<file path="config.mk">
export PLATFORM = sky130hd
export DESIGN_NAME = uart_rx_cfg
export DESIGN_NICKNAME = d
export VERILOG_FILES = /design/src/rtl/uart_rx_cfg.sv
export SDC_FILE = /design/constraint.sdc
export NUM_CORES = 1
export LEC_CHECK = 0
export ABC_AREA = 1
export CAP_MARGIN = 20
export CORE_MARGIN = 3
export CORE_UTILIZATION = 40
export CTS_CLUSTER_DIAMETER = 200
export DETAILED_ROUTE_END_ITERATION = 12
export PLACE_DENSITY_LB_ADDON = 0.15
export RECOVER_POWER = 100
export SYNTH_ARGS = -nofsm -noshare
export SYNTH_HDL_FRONTEND = slang
export SYNTH_SLANG_ARGS = --single-unit
</file>
<file path="constraint.sdc">
create_clock -name clk50m -period 1.9 [get_ports clk50m]
set_clock_uncertainty 0.2 [all_clocks]
set_input_delay 0.19 -clock clk50m [delete_from_list [all_inputs] [get_ports clk50m]]
set_output_delay 0.19 -clock clk50m [all_outputs]
set_load 0.05 [all_outputs]
</file>
<file path="src/rtl/uart_rx_cfg.sv">
// Configurable UART receiver: 2-flop synchronizer, mid-bit sampling FSM,
// single-entry output register with valid/ready handshake and sticky overrun.
//   state     | meaning
//   IDLE      | line idle, waiting for a falling edge on rxs
//   START     | half-bit wait, then confirm start bit is still low
//   DATA      | sampling DATA_W data bits, LSB first
//   PARITY    | sampling the parity bit
//   STOP      | sampling STOP_BITS stop bits
module uart_rx_cfg #(
    parameter int FCLK      = 50_000_000,
    parameter int BAUD      = 115_200,
    parameter int DATA_W    = 8,
    parameter int PARITY    = 0,
    parameter int STOP_BITS = 1
) (
    input  logic              clk50m,
    input  logic              rst,
    input  logic              rx,
    output logic [DATA_W-1:0] rx_data,
    output logic              rx_valid,
    input  logic              rx_ready,
    output logic              parity_err,
    output logic              frame_err,
    output logic              overrun_err,
    output logic              rx_idle
);

    localparam int BP  = FCLK / BAUD;
    localparam int TW  = $clog2(BP);
    localparam int BCW = $clog2(DATA_W + 1);
    localparam logic [TW-1:0]  HALF_LOAD = TW'(BP / 2 - 1);
    localparam logic [TW-1:0]  FULL_LOAD = TW'(BP - 1);
    localparam logic [BCW-1:0] LAST_BIT  = BCW'(DATA_W - 1);
    localparam logic [BCW-1:0] LAST_STOP = BCW'(STOP_BITS - 1);

    typedef enum logic [2:0] {
        ST_IDLE,
        ST_START,
        ST_DATA,
        ST_PARITY,
        ST_STOP
    } state_t;

    state_t state, state_nx;

    logic              rx_s1, rxs, rxs_prev;
    logic [TW-1:0]     timer;
    logic [BCW-1:0]    bit_cnt;
    logic [DATA_W-1:0] shreg;
    logic              perr_acc, ferr_acc;
    logic              fall, tick, done, accept;

    assign fall    = rxs_prev && !rxs;
    assign tick    = (state != ST_IDLE) && (timer == '0);
    assign done    = (state == ST_STOP) && tick && (bit_cnt == LAST_STOP);
    assign accept  = rx_valid && rx_ready;
    assign rx_idle = (state == ST_IDLE);

    always_ff @(posedge clk50m or posedge rst) begin
        if (rst) begin
            rx_s1    <= 1'b1;
            rxs      <= 1'b1;
            rxs_prev <= 1'b1;
        end else begin
            rx_s1    <= rx;
            rxs      <= rx_s1;
            rxs_prev <= rxs;
        end
    end

    always_ff @(posedge clk50m or posedge rst) begin
        if (rst) state <= ST_IDLE;
        else     state <= state_nx;
    end

    always_comb begin
        state_nx = state;
        case (state)
            ST_IDLE:   if (fall) state_nx = ST_START;
            ST_START:  if (tick) state_nx = rxs ? ST_IDLE : ST_DATA;
            ST_DATA:   if (tick && bit_cnt == LAST_BIT)
                           state_nx = (PARITY != 0) ? ST_PARITY : ST_STOP;
            ST_PARITY: if (tick) state_nx = ST_STOP;
            ST_STOP:   if (done) state_nx = ST_IDLE;
            default:   state_nx = ST_IDLE;
        endcase
    end

    // Bit timer and per-frame accumulation
    always_ff @(posedge clk50m or posedge rst) begin
        if (rst) begin
            timer    <= '0;
            bit_cnt  <= '0;
            shreg    <= '0;
            perr_acc <= 1'b0;
            ferr_acc <= 1'b0;
        end else begin
            if (state == ST_IDLE) timer <= fall ? HALF_LOAD : '0;
            else                  timer <= tick ? FULL_LOAD : timer - 1'b1;

            if (tick) begin
                case (state)
                    ST_START: begin
                        bit_cnt  <= '0;
                        perr_acc <= 1'b0;
                        ferr_acc <= 1'b0;
                    end
                    ST_DATA: begin
                        shreg   <= {rxs, shreg[DATA_W-1:1]};
                        bit_cnt <= (bit_cnt == LAST_BIT) ? '0 : bit_cnt + 1'b1;
                    end
                    ST_PARITY: perr_acc <= (PARITY == 1) ? ~(^shreg ^ rxs) : (^shreg ^ rxs);
                    ST_STOP: begin
                        bit_cnt <= bit_cnt + 1'b1;
                        if (!rxs) ferr_acc <= 1'b1;
                    end
                    default: ;
                endcase
            end
        end
    end

    // Output register: a full slot that is not being drained drops the new frame
    always_ff @(posedge clk50m or posedge rst) begin
        if (rst) begin
            rx_data     <= '0;
            rx_valid    <= 1'b0;
            parity_err  <= 1'b0;
            frame_err   <= 1'b0;
            overrun_err <= 1'b0;
        end else begin
            if (done && (!rx_valid || rx_ready)) begin
                rx_data    <= shreg;
                parity_err <= perr_acc;
                frame_err  <= ferr_acc | ~rxs;
                rx_valid   <= 1'b1;
            end else if (accept) begin
                rx_valid <= 1'b0;
            end

            if (done && rx_valid && !rx_ready) overrun_err <= 1'b1;
            else if (accept)                   overrun_err <= 1'b0;
        end
    end

endmodule

</file>
# After elaboration in Yosys (flattened, before gate mapping)

Index checks and enable logic that the tools add are counted.

Word-level logic and storage cells: 76
Bits of input ports: 4
Output and inout bits: 13
Flip-flop bits (word level): 41

Muxes and demuxes: 18
Reductions and logical operators: 28
$add $sub $neg: 2
Equal/unequal tests: 11
Bitwise gates (word level): 3

Operators with widths:

| kind                                                 | count |
|---|---|
| two-way mux 9 bit                                    | 2 |
| two-way mux 3 bit                                    | 5 |
| one-hot mux 3 bit (5 select lines)                   | 1 |
| one-hot mux 4 bit (3 select lines)                   | 1 |
| != test 2 bit (second input constant)                | 5 |
| logical AND 1 bit                                    | 9 |
| logical NOT 9 bit                                    | 1 |
| subtractor 9 x 1 -> 9 bit (second input constant)    | 1 |
| two-way mux 8 bit                                    | 1 |
| nonzero test 2 bit                                   | 4 |
| XOR reduction 8 bit                                  | 1 |
| equality test 3 x 2 -> 1 bit (second input constant) | 2 |
| AND reduction 2 bit                                  | 3 |
| nonzero test 3 bit                                   | 2 |
| AND reduction 5 bit                                  | 1 |
| adder 4 x 1 -> 4 bit (second input constant)         | 1 |
| equality test 4 x 3 -> 1 bit (second input constant) | 1 |
| logical NOT 4 bit                                    | 1 |
| two-way mux 1 bit                                    | 4 |
| two-way mux 4 bit                                    | 1 |
| one-hot mux 1 bit (2 select lines)                   | 2 |
| equality test 3 x 1 -> 1 bit (second input constant) | 1 |
| equality test 3 bit (second input constant)          | 1 |
| logical NOT 1 bit                                    | 3 |
| 8 further kinds                                      | 8 |

# Depth between registers and ports, before layout

Depth after elaboration: 7
Depth in mapped cells: 11

# Worst setup path before layout

OpenSTA, ideal clock, no wires.

Kind: register -> register
Start: reg timer[0]
End: reg shreg[1]
Path buffers: 1
Stages on the path, launching flop included: 11
Library setup time: 0.122 ns
Data required time: 1.578 ns
Clock period less this slack: 1.698 ns
Setup slack: 0.202 ns
Data arrival time: 1.376 ns
Cells stage by stage: dfrtp_1 -> inv_1 -> ha_1 -> nand2_1 -> nor2_2 -> nand3_2 -> inv_2 -> nand2_2 -> buf_2 -> nand2_1 -> o21ai_1

Word-level cells in the longest chain between the ends: 3

Ends and longest elaborated chain:

| item                          | line | source |
|---|---|---|
| start, declared               | 47   | `logic [TW-1:0] timer;` |
| start signal, assigned        | 98   | `if (state == ST_IDLE) timer <= fall ? HALF_LOAD : '0;` |
| start signal, assigned        | 99   | `else timer <= tick ? FULL_LOAD : timer - 1'b1;` |
| logical NOT 9 bit             | 54   | `assign tick = (state != ST_IDLE) && (timer == '0);` |
| logical AND 1 bit             | 54   |  |
| AND reduction 2 bit (no line) | -    |  |
| end signal, assigned          | 109  | `shreg <= {rxs, shreg[DATA_W-1:1]};` |
| end, declared                 | 49   | `logic [DATA_W-1:0] shreg;` |

Every way passes these cells.
A chain may end at the register's enable or synchronous reset.

# Worst setup path in the final report

Start: reg rx_data[3]
End: out rx_data[3]

RTL lines:

| item                   | line | source |
|---|---|---|
| start, declared        | 19   | `output logic [DATA_W-1:0] rx_data,` |
| start signal, assigned | 133  | `rx_data <= shreg;` |

No word-level cell between the ends.

==> results <==
- The run finished with clean final reports.
- The floorplan has 25 rows.
- The die is 77.6 µm tall.
- Including well taps, the total number of placed cells is 327.
- The cell count after synthesis is 243.
- The most used flip-flop cell after synthesis is sky130_fd_sc_hd__dfrtp_1.
- The ratio of total power to cell area is 1480 nW/µm².
- The kind of cell with the highest combined delay on the critical path is buffers and inverters.
- The number of remaining DRC errors is 0.
- The actual slew at the worst max-slew pin is 0.989 ns.
- In this run the most critical hold path is launched from rx_s1.
- The average wire per standard cell is 11.7 µm.
- The number of top-level pins is 17.
- For this design, the sink count on the clock tree is 41.
- At the end of routability-driven placement, the weighted congestion stood at 0.788.
- The mapped netlist covers 2050 µm².
- The instance count on the critical path is 1.
- The register area share after synthesis is 50.3%.
- Setup violations remaining at the end of the flow were counted as 0.
- The signal on the critical path passes through clkdlybuf4s50_1.
- Port buffering added 16 buffers.
- The number of antenna violations at the first check in global routing is 0.
- IR analysis of the VDD net gives a maximum drop of 0.640 mV.
- The count of pins over their slew limit is 0.
- The number of global-route vias before repair was 1550.
- The number of antenna diodes in the final layout is 0.
- The placed wire-length estimate after detailed placement is 2780 µm.
- The capture point of the worst path is rx_data[3].
- Fill cells in the final layout number 483.
- The core region is 4850 µm².
- The tool flagged a number of max-cap violations equal to 0.
- The layout overhead on the synthesized area is 21.5%.
- The clock reaches the later pin of the worst-skew pair after 0.29 ns.
- Excluding fillers, the count of instances in the completed layout stands at 338.
- The worst path uses 96.7% of the clock period.
- Counting along the longest clock path gives a buffer depth of 2.
- By instance count, the leading cell after synthesis is sky130_fd_sc_hd__nand2_1.
- The kind of path behind the tightest hold check is register to register.
- The hold buffer count at cts is 0.
- The worst hold path passes through 0 cells.
- The arrival time at the worst endpoint is 1.45 ns.
- The number of buffer and inverter instances along the worst setup path is 1.
- The number of nets in the synthesized netlist is 250.
- The pin count of the biggest net entering global routing is 42.
- The clock period minus worst slack is 1.84 ns.
- The start point of the critical path is rx_data[3].
- The count of nets left with antenna violations once routing finished came out at 0.
- The die covers 6010 µm².
- STA classifies the critical path startpoint as a register.
- The count of H-tree levels built during CTS is 2.
- The width of the die is 77.6 µm.
- The number of buffers added by the clock tree synthesis step is 5.
- The static leakage is 1.15 nW.
- Counting cells, the worst reg-to-reg path comes to 11.
- The sequential cells in the finished layout cover a total of 1030 µm².
- The maximum clock rate is 544 MHz.
- During synthesis, Yosys emitted a total of 0 warnings.
- Clock tree synthesis selected as its root buffer the cell sky130_fd_sc_hd__clkbuf_8.
- The overall track demand over capacity in global routing is 14.5%.
- The post-synthesis sequential element count is 41.
- The clock tree from TritonCTS is built.
- The biggest fanout along the worst timing path is 2.
- In this run, synthesis inferred 0 flip-flops with an integrated enable.
- Headroom to the max-slew limit came out at 34.1%.
- The end of the worst register-to-register path is bit_cnt[0].
- The first-pass GRT wire length is 6960 µm.
- The kind of critical path is register to primary output.
- The utilization of the core after routing is 51.3%.
- Across all layers, the routed design uses 1572 vias.
- The multi-input combinational cells in the finished layout cover a total of 916 µm².
- Counting flops with an async set or reset pin after synthesis yields a share of 100%.
- By area the synthesized netlist is led by sky130_fd_sc_hd__dfrtp_1 (46%), sky130_fd_sc_hd__nand2_1 (12%), sky130_fd_sc_hd__inv_1 (6.6%), sky130_fd_sc_hd__dfstp_2 (3.8%), sky130_fd_sc_hd__nand3_1 (3.7%).
- The via density per instance is 4.65.
- For this configuration, the core starts out at a cell density of 42.2%.
- The detailed-router iteration count before antenna repair is 4.
- The final number of hold-violating endpoints is 0.
- Yosys mapped the design onto 31 distinct sky130hd cell types.
- The critical register-to-register path startpoint is timer[0].
- Averaged over all synthesized cells, the footprint is 8.43 µm².
- The share of cells above drive strength 1 is 17.7%.
- For this run, the post-layout net count is 277.
- The number of DRC violations after detailed-routing iteration 0 is 103.
- After global routing the overflow that remains totals 0.
- Ranked by instance count, the synthesized netlist is headed by sky130_fd_sc_hd__nand2_1 (68), sky130_fd_sc_hd__dfrtp_1 (38), sky130_fd_sc_hd__inv_1 (36), sky130_fd_sc_hd__nand3_1 (15), sky130_fd_sc_hd__nor2_1 (12).
- The worst setup path is captured at a primary output.
- The slowest stage of the critical path is the sky130_fd_sc_hd__clkdlybuf4s50_1 cell.
- The largest single stage delay on the critical path is 0.80 ns.
- After clock tree synthesis, the clock-pin slew on the worst setup and hold paths is 0.08 ns.
- The worst register-to-register path has a setup slack of 0.12 ns.
- The cell taking the most area after synthesis is sky130_fd_sc_hd__dfrtp_1.
- At the worst endpoint, the required time is 1.51 ns.
- The total detailed-routing wirelength is 3970 µm.
- The top-area cell type share of the netlist area is 46.4%.
-- routing by layer --
metal  track usage [%]  part of all wire [%]
met1              21.3                    52
met4              4.80                   1.2
met5                 0                     0
met3              3.13                   3.3
met2              21.3                    44
-- repair_timing --
item	in CTS	in global routing
setup buffers	0	3
hold endpoints to repair	0	0
endpoints found under the setup margin	0	30
resized for setup	0	19
-- how the worst min path moves through the flow --
stage	to
after global placement	rxs
after global routing	rxs
after floorplan	rx_s1
final	rxs
after CTS	rx_data[4]
after detailed placement	rxs
-- through the flow --
stage | total power [mW] | hold WS [ns] | worst slack [ns] | TNS (ns) | instance area [µm²]
after CTS | 3.59 | 0.0565 | 0.0114 | 0 | 2430
after floorplan | 2.38 | -0.00552 | 0.202 | 0 | 2050
after global placement | 2.83 | 0.147 | 0.0917 | 0 | 2310
after detailed placement | 2.83 | 0.148 | 0.0214 | 0 | 2310
final | 3.69 | 0.163 | 0.0627 | 0 | 2490
after global routing | 3.97 | 0.167 | -0.0224 | -0.0299 | 2490
-- kinds of logic (layout without fill, tap and decap cells) --
logic type                 Yosys count  after routing  synth area share (%)
and+or+nand+nor                    113            113                  25.7
adders and majority gates            3              3                  1.83
AOI/OAI and AO/OA                   40             40                  11.6
DFF                                 41             41                  50.3
buffers and inverters               40             68                  8.06
xor gates and xnor gates             6              6                  2.57
-- cells in the final DEF, fill, tap and decap left out, drive strengths merged, types with 6 or more instances in the layout --
master / Yosys / final
o21ai: 28 / 28
nand2: 71 / 71
nand3: 17 / 17
a21oi: 8 / 8
inv: 38 / 38
clkdlybuf4s50: 0 / 9
clkbuf: 0 / 11
dfrtp: 38 / 38
nor2: 19 / 19
buf: 2 / 6
-- sequential cells by signal, indices dropped and copies added, names as in the netlist, 3 cells and up --
| register | flops |
|---|---|
| timer | 9 |
| rx_data | 8 |
| shreg | 8 |
| bit_cnt | 4 |
| state | 3 |
-- power breakdown --
group | internal [mW] | switching (mW) | total, mW
Combinational | 0.566 | 1.10 | 1.67
Clock | 0.427 | 0.314 | 0.741
Sequential | 1.10 | 0.182 | 1.28
Total | 2.09 | 1.60 | 3.69
-- worst reg2reg max path: stages (launching register included) --
cell	delay, ns
sky130_fd_sc_hd__dfrtp_1	0.40
sky130_fd_sc_hd__inv_2	0.08
sky130_fd_sc_hd__ha_4	0.14
sky130_fd_sc_hd__nand2_2	0.08
sky130_fd_sc_hd__nor2_4	0.14
sky130_fd_sc_hd__nand3_4	0.15
sky130_fd_sc_hd__inv_4	0.11
sky130_fd_sc_hd__nand2_2	0.08
sky130_fd_sc_hd__inv_1	0.11
sky130_fd_sc_hd__nand2_2	0.08
sky130_fd_sc_hd__nand2_1	0.06
sky130_fd_sc_hd__o21ai_1	0.05
-- layout make-up --
type | count | area share (%)
clock inverters | 2 | 1.51
clock buffers | 6 | 3.32
multi-input cells | 162 | 36.8
well taps | 67 | 3.37
flip-flops and latches | 41 | 41.4
repair buffers | 22 | 7.69
inverters | 38 | 5.93
Note: power is estimated with default switching activity, not from simulation.
